==> config.mk <==
export PLATFORM = sky130hd
export DESIGN_NAME = mem_access_unit
export DESIGN_NICKNAME = d
export VERILOG_FILES = /design/src/rtl/mem_pkg.sv /design/src/rtl/mem_watchdog.sv /design/src/rtl/mem_access_unit.sv
export SDC_FILE = /design/constraint.sdc
export NUM_CORES = 1
export LEC_CHECK = 0
export ABC_AREA = 1
export CORE_MARGIN = 8
export CORE_UTILIZATION = 25
export CTS_BUF_LIST = sky130_fd_sc_hd__clkbuf_4 sky130_fd_sc_hd__clkbuf_8
export CTS_CLUSTER_SIZE = 10
export DETAILED_ROUTE_END_ITERATION = 8
export PLACE_DENSITY_LB_ADDON = 0.3
export SLEW_MARGIN = 0
export SYNTH_ARGS = -nofsm -noshare
export SYNTH_HDL_FRONTEND = slang
export SYNTH_HIERARCHICAL = 1
export SYNTH_SLANG_ARGS = --single-unit
export TNS_END_PERCENT = 10
==> constraint.sdc <==
create_clock -name CLK -period 9.2 [get_ports CLK]
set_input_delay 1.84 -clock CLK [delete_from_list [all_inputs] [get_ports CLK]]
set_output_delay 1.84 -clock CLK [all_outputs]
set_load 0.1 [all_outputs]
==> src/rtl/mem_pkg.sv <==
// Shared types and defaults for the load/store stage and its bus watchdog.
package mem_pkg;

    localparam int unsigned ADDR_W_DEF         = 32;
    localparam int unsigned DATA_W_DEF         = 32;
    localparam int unsigned TIMEOUT_CYCLES_DEF = 16;
    localparam logic [1:0]  ALIGN_MASK         = 2'b11;

    typedef enum logic [1:0] {
        MA_IDLE,
        MA_BUSY,
        MA_DONE
    } ma_state_t;

endpackage

==> src/rtl/mem_watchdog.sv <==
// Up-counter with clear and enable; tc_o flags the last permitted busy cycle.
module mem_watchdog #(
    parameter int unsigned TC = 16
) (
    input  logic clk_i,
    input  logic rst_i,
    input  logic clr_i,
    input  logic en_i,
    output logic tc_o
);

    localparam int unsigned CNT_W = $clog2(TC + 1);

    logic [CNT_W-1:0] cnt_q;

    always_ff @(posedge clk_i or posedge rst_i) begin
        if (rst_i) begin
            cnt_q <= '0;
        end else if (clr_i) begin
            cnt_q <= '0;
        end else if (en_i) begin
            cnt_q <= cnt_q + CNT_W'(1);
        end
    end

    // Fires on the TC-th consecutive enabled cycle so the abort lands on that edge.
    assign tc_o = en_i && (cnt_q == CNT_W'(TC - 1));

endmodule

==> src/rtl/mem_access_unit.sv <==
// Load/store stage: runs a req/ack transaction to data memory and stalls the core meanwhile.
// Define MEM_TIMEOUT_EN to abort BUSY after TIMEOUT_CYCLES unacknowledged cycles (BusErr).
module mem_access_unit
    import mem_pkg::*;
#(
    parameter int unsigned ADDR_W         = ADDR_W_DEF,
    parameter int unsigned DATA_W         = DATA_W_DEF,
    parameter int unsigned TIMEOUT_CYCLES = TIMEOUT_CYCLES_DEF
) (
    input  logic              CLK,
    input  logic              RESET,
    input  logic              c_MemRead,
    input  logic              c_MemWrite,
    input  logic [ADDR_W-1:0] Addr,
    input  logic [DATA_W-1:0] WriteData,
    output logic [DATA_W-1:0] ReadData,
    output logic              Stall,
    output logic              AlignErr,
    output logic              BusErr,
    output logic              mem_req,
    output logic              mem_we,
    output logic [ADDR_W-1:0] mem_addr,
    output logic [DATA_W-1:0] mem_wdata,
    input  logic              mem_ack,
    input  logic [DATA_W-1:0] mem_rdata
);

    if (TIMEOUT_CYCLES == 0) begin : g_bad_timeout
        $error("TIMEOUT_CYCLES must be at least 1");
    end

    ma_state_t         state_q, state_d;
    logic              req_q, req_d;
    logic              we_q, we_d;
    logic [ADDR_W-1:0] addr_q, addr_d;
    logic [DATA_W-1:0] wdata_q, wdata_d;
    logic [DATA_W-1:0] rdata_q, rdata_d;
    logic              align_q, align_d;
    logic              acc_c, misaligned_c, stall_c;

    assign acc_c        = c_MemRead | c_MemWrite;
    assign misaligned_c = (Addr[1:0] & ALIGN_MASK) != 2'b00;

`ifdef MEM_TIMEOUT_EN
    logic bus_err_q, bus_err_d;
    logic wd_clr_c, wd_en_c, timeout_c;

    assign wd_clr_c = (state_q == MA_IDLE) && acc_c && !misaligned_c;
    assign wd_en_c  = (state_q == MA_BUSY) && !mem_ack;

    mem_watchdog #(
        .TC(TIMEOUT_CYCLES)
    ) u_watchdog (
        .clk_i(CLK),
        .rst_i(RESET),
        .clr_i(wd_clr_c),
        .en_i (wd_en_c),
        .tc_o (timeout_c)
    );
`endif

    // Next-state, bus register updates and the combinational stall.
    always_comb begin
        state_d = state_q;
        req_d   = req_q;
        we_d    = we_q;
        addr_d  = addr_q;
        wdata_d = wdata_q;
        rdata_d = rdata_q;
        align_d = 1'b0;
        stall_c = 1'b0;
`ifdef MEM_TIMEOUT_EN
        bus_err_d = 1'b0;
`endif
        case (state_q)
            MA_IDLE: begin
                stall_c = acc_c;
                if (acc_c) begin
                    if (misaligned_c) begin
                        align_d = 1'b1;
                        state_d = MA_DONE;
                    end else begin
                        req_d   = 1'b1;
                        we_d    = c_MemWrite;
                        addr_d  = {Addr[ADDR_W-1:2], 2'b00};
                        wdata_d = WriteData;
                        state_d = MA_BUSY;
                    end
                end
            end
            MA_BUSY: begin
                stall_c = 1'b1;
                if (mem_ack) begin
                    req_d = 1'b0;
                    if (!we_q) begin
                        rdata_d = mem_rdata;
                    end
                    state_d = MA_DONE;
                end
`ifdef MEM_TIMEOUT_EN
                else if (timeout_c) begin
                    req_d     = 1'b0;
                    bus_err_d = 1'b1;
                    if (!we_q) begin
                        rdata_d = '0;
                    end
                    state_d = MA_DONE;
                end
`endif
            end
            MA_DONE: begin
                state_d = MA_IDLE;
            end
            default: begin
                state_d = MA_IDLE;
            end
        endcase
    end

    always_ff @(posedge CLK or posedge RESET) begin
        if (RESET) begin
            state_q <= MA_IDLE;
            req_q   <= 1'b0;
            we_q    <= 1'b0;
            addr_q  <= '0;
            wdata_q <= '0;
            rdata_q <= '0;
            align_q <= 1'b0;
        end else begin
            state_q <= state_d;
            req_q   <= req_d;
            we_q    <= we_d;
            addr_q  <= addr_d;
            wdata_q <= wdata_d;
            rdata_q <= rdata_d;
            align_q <= align_d;
        end
    end

`ifdef MEM_TIMEOUT_EN
    always_ff @(posedge CLK or posedge RESET) begin
        if (RESET) begin
            bus_err_q <= 1'b0;
        end else begin
            bus_err_q <= bus_err_d;
        end
    end

    assign BusErr = bus_err_q;
`else
    assign BusErr = 1'b0;
`endif

    assign Stall     = stall_c;
    assign ReadData  = rdata_q;
    assign AlignErr  = align_q;
    assign mem_req   = req_q;
    assign mem_we    = we_q;
    assign mem_addr  = addr_q;
    assign mem_wdata = wdata_q;

endmodule

## Word-level counts from Yosys, hierarchy flattened

Cells that the tools add are included.

| word-level totals | value |
|---|---|
| bits in registers | 99 |
| input port bits | 101 |
| output and inout bits | 101 |
| logic and storage cells | 33 |

| cells by class | value |
|---|---|
| reductions and logical operators | 7 |
| muxes and demuxes | 12 |
| bitwise operators | 3 |
| equality and inequality tests | 4 |

Operator list:

| kind | count |
|---|---|
| 1-bit two-way mux | 6 |
| 2-bit two-way mux | 3 |
| 2-bit inequality test (second input constant) | 3 |
| 3-bit AND reduction | 2 |
| 1-bit one-hot mux with 2 select lines | 2 |
| 2-bit one-hot mux with 2 select lines | 1 |
| 4-bit AND reduction | 1 |
| 2-bit nonzero test | 2 |
| 2-bit by 1-bit == test with 1-bit output (second input constant) | 1 |
| 2-bit logical NOT | 1 |
| 1-bit NOT | 2 |
| 2-bit AND reduction | 1 |
| 1-bit OR | 1 |

## Logic depth before layout (Yosys ltp)

| depth | value |
|---|---|
| depth in word-level cells | 4 |
| gate-level depth with buffers | 7 |
| depth with buffers taken out | 5 |

## Worst setup path after synthesis

OpenSTA, ideal clock, no wires.

| timing path | value |
|---|---|
| kind | input to output |
| start | input port c_MemRead |
| end | output port Stall |
| slack | 3.127 ns |
| path buffers | 1 |
| data required time | 7.360 ns |
| stages | 5 |
| arrival time | 4.233 ns |
| path through | inv_1 > nand2_1 > buf_4 > inv_1 > o21ai_0 |

| between the ends | value |
|---|---|
| cells in the longest elaborated chain, start to end | 2 |

Ends and longest elaborated chain:

| what | line | RTL |
|---|---|---|
| start, declared | mem_access_unit.sv:12 | `input logic c_MemRead,` |
| 1-bit OR | mem_access_unit.sv:41 | `assign acc_c = c_MemRead \| c_MemWrite;` |
| 1-bit one-hot mux with 2 select lines | mem_access_unit.sv:75 | `case (state_q)` |
| end, declared | mem_access_unit.sv:17 | `output logic Stall,` |

Every way passes these cells.

## Worst setup path in the final report

| timing path | value |
|---|---|
| start | input port c_MemWrite |
| end | output port Stall |

| between the ends | value |
|---|---|
| cells in the longest elaborated chain, start to end | 2 |

Ends and longest elaborated chain:

| what | line | RTL |
|---|---|---|
| start, declared | mem_access_unit.sv:13 | `input logic c_MemWrite,` |
| 1-bit OR | mem_access_unit.sv:41 |  |
| 1-bit one-hot mux with 2 select lines | mem_access_unit.sv:75 |  |

Every way passes these cells.

==> flow_summary.toml <==
[drt]
wl_um = 13800
drc = 0
wire_per_inst_um = 16.3
ant_nets = 0
first_pass_iters = 4
num_vias = 3833
drt-initial-drc-count = 177
vias_per_cell = 4.53

[worst_hold_path]
min_path_type = "flip-flop to flip-flop"
hp-start = "ReadData[23]$_DFFE_PP0P_"

[clock_tree]
clkSinkCount = 99
cts.clk_slew.worst_paths_ns = 0.08
cts_hold_buf = 0
clock_latency_ns = 0.37
cts_tree = "done"
cts_max_level = 3
post_cts_resize_count = 0
postCtsSetupBuffers = 0
cts_buffers = 9
cts_max_path_buffers = 2
cts_root_buffer = "clkbuf_8"

[setup_path]
cp_top_family = "buffers and inverters"
endpoint_kind = "output pin"
rr_startpoint = "state_q[1]$_DFFE_PP0P_"
start_kind = "primary input"
path_cells = "clkdlybuf4s50_1 > inv_1 > nand2_2 > buf_4 > inv_1 > o21ai_0 > clkdlybuf4s50_1"
cp_slowest_cell = "clkdlybuf4s50_1"
worstPathMaxFanout = 65
worstSetupPathType = "primary input to output pin"
arrival_ns = 4.50
critPathRequiredTime_ns = 7.36
crit_buf_inv = 5
max_stage_delay_ns = 1.16
startpoint = "c_MemWrite"

[synthesis]
ys_seq_area_share_pct = 60.8
avgSynthCellArea_um2 = 9.13
ys.flop_type = "dfrtp_1"
yosysWarnings = 6
syn_area_um2 = 4070
synth_edf_count = 0
synthCells = 446
yosysTopAreaCell = "dfrtp_1"
ys_async_sr_fraction_pct = 100
netlist.area_leader.share_pct = 60.8
synth_seq_cells = 99
synth_area_leaders = "dfrtp_1, nand2_1, nand4_1, nand3_1, buf_2"
synth.distinct_cells = 16

[timing]
min_period_over_period_pct = 68.9
hold_viol = 0
worst_pin_slew_ns = 1.06
final.setup.tns_ns = 0
rsz0062_at_grt = "no"
timing.fmax_ghz = 0.158
layout_min_cycle_time_ns = 6.34
slew_headroom_pct = 29.4
fin_skew_ns = 0.0157
setup_viol = 0
drv_slew = 0

[global_routing]
grt_pass1_vias = 4172
grt_max_degree = 66
track_usage_pct = 13.5
globalRouteOverflowTotal = 0
grt_pass1_wl_um = 21800
antenna_found_initial = 1

[placement]
dpl-instance-area_um2 = 6180
dpl.hpwl_um = 9890
gp_congestion = 0.788
io_buffers = 198

[die]
core_um2 = 15900
die_y_um = 144
die_x_um = 144
rows = 46
initial_core_util_pct = 25.6
fp.dieArea_um2 = 20600
io_pins = 202

[final_layout]
fin_util_pct = 40.3
fillers = 1586
nNetsFinal = 726
area_growth_pct = 57.0
layout-drive-gt1-share_pct = 4.92
post-route-cell-area_um2 = 6390

[status]
status = "finished clean"

[flow_run]
cap_violations = 0
[routing by layer]
layer  track usage [%]  share of wire (%)
met5                 0              0.065
met1              16.2                 43
met4              6.20                2.4
met3              4.25                8.7
met2              21.5                 46
[sequential cells by signal (all words and copies together) (netlist names)]
name       flops
state_q        2
ReadData      32
mem_wdata     32
mem_req        1
mem_addr      30
AlignErr       1
mem_we         1
[worst reg2reg max path: stages, from the launching register on]
cell and delay [ns]:
dfrtp_1 0.44, nor2_2 0.14, buf_4 0.33, nand2_1 0.74, nand2_1 0.27, nand2_1 0.07
[Yosys cell counts, types with 2 or more instances]
cell type and n:
buf_6 5, nand3_1 33, o21ai_0 2, dfrtp_1 99, o21ai_1 2, nor2_2 2, inv_1 6, nand2_1 195
nand4_1 63, buf_2 16, nor2_1 2, clkbuf_1 13, buf_4 5
[cells by family (layout without fill, tap and decap cells)]
kind of cell    count (synthesis)  count (layout)  share of synthesized area, %
buf+inv                        46             228                          6.11
compound gates                  4               4                         0.492
simple gates                  296             296                          32.5
flops                          99              99                          60.8
other cells                     1               4                        0.0921
[final timing paths]
check	end	slack, ns	cells after the start
worst min register to register	ReadData[23]$_DFFE_PP0P_	0.48	2
worst min-delay path	ReadData[23]$_DFFE_PP0P_	0.48	2
worst max register to register	ReadData[9]$_DFFE_PP0P_	7.11	5
min in group asynchronous	mem_wdata[21]$_DFFE_PP0P_	1.87	2
max in group asynchronous	mem_addr[29]$_DFFE_PP0P_	6.22	3
worst max-delay path	Stall	2.86	7
[cells in the final DEF (no fill, tap or decap), drive strengths merged]
master and count:
dfrtp 99, clkinvlp 1, clkbuf 13, nand4 63
nand3 33, diode 1, buf 7, nor2 5
nand2 195, bufinv 1, inv 7, clkdlybuf4s50 198
conb 3, clkinv 1, o21ai 4
[area by class of cell]
| type | count | area (µm²) | area share, % |
|---|---|---|---|
| multi-input combinational | 303 | 1370 | 21.4 |
| timing repair buffer | 205 | 2030 | 31.8 |
| tap | 216 | 270 | 4.23 |
| sequential | 99 | 2480 | 38.7 |
| inverter | 7 | 28.8 | 0.450 |
| clock inverter | 3 | 46.3 | 0.724 |
| clock buffer | 13 | 166 | 2.60 |
| antenna | 1 | 2.50 | 0.0391 |
[stage by stage]
step           setup WS, ns  cells  hold WS [ns]
6_report               2.86    847         0.477
5_1_grt                2.73    846         0.503
4_1_cts                2.82    846         0.482
3_5_place_dp           2.82    830         0.460
3_3_place_gp           2.93    830         0.454
2_1_floorplan          3.13    448         0.565
Power is left out: the tool's default activity adds up to more than one toggle a clock period on the data nets, which glitch-free logic cannot reach.
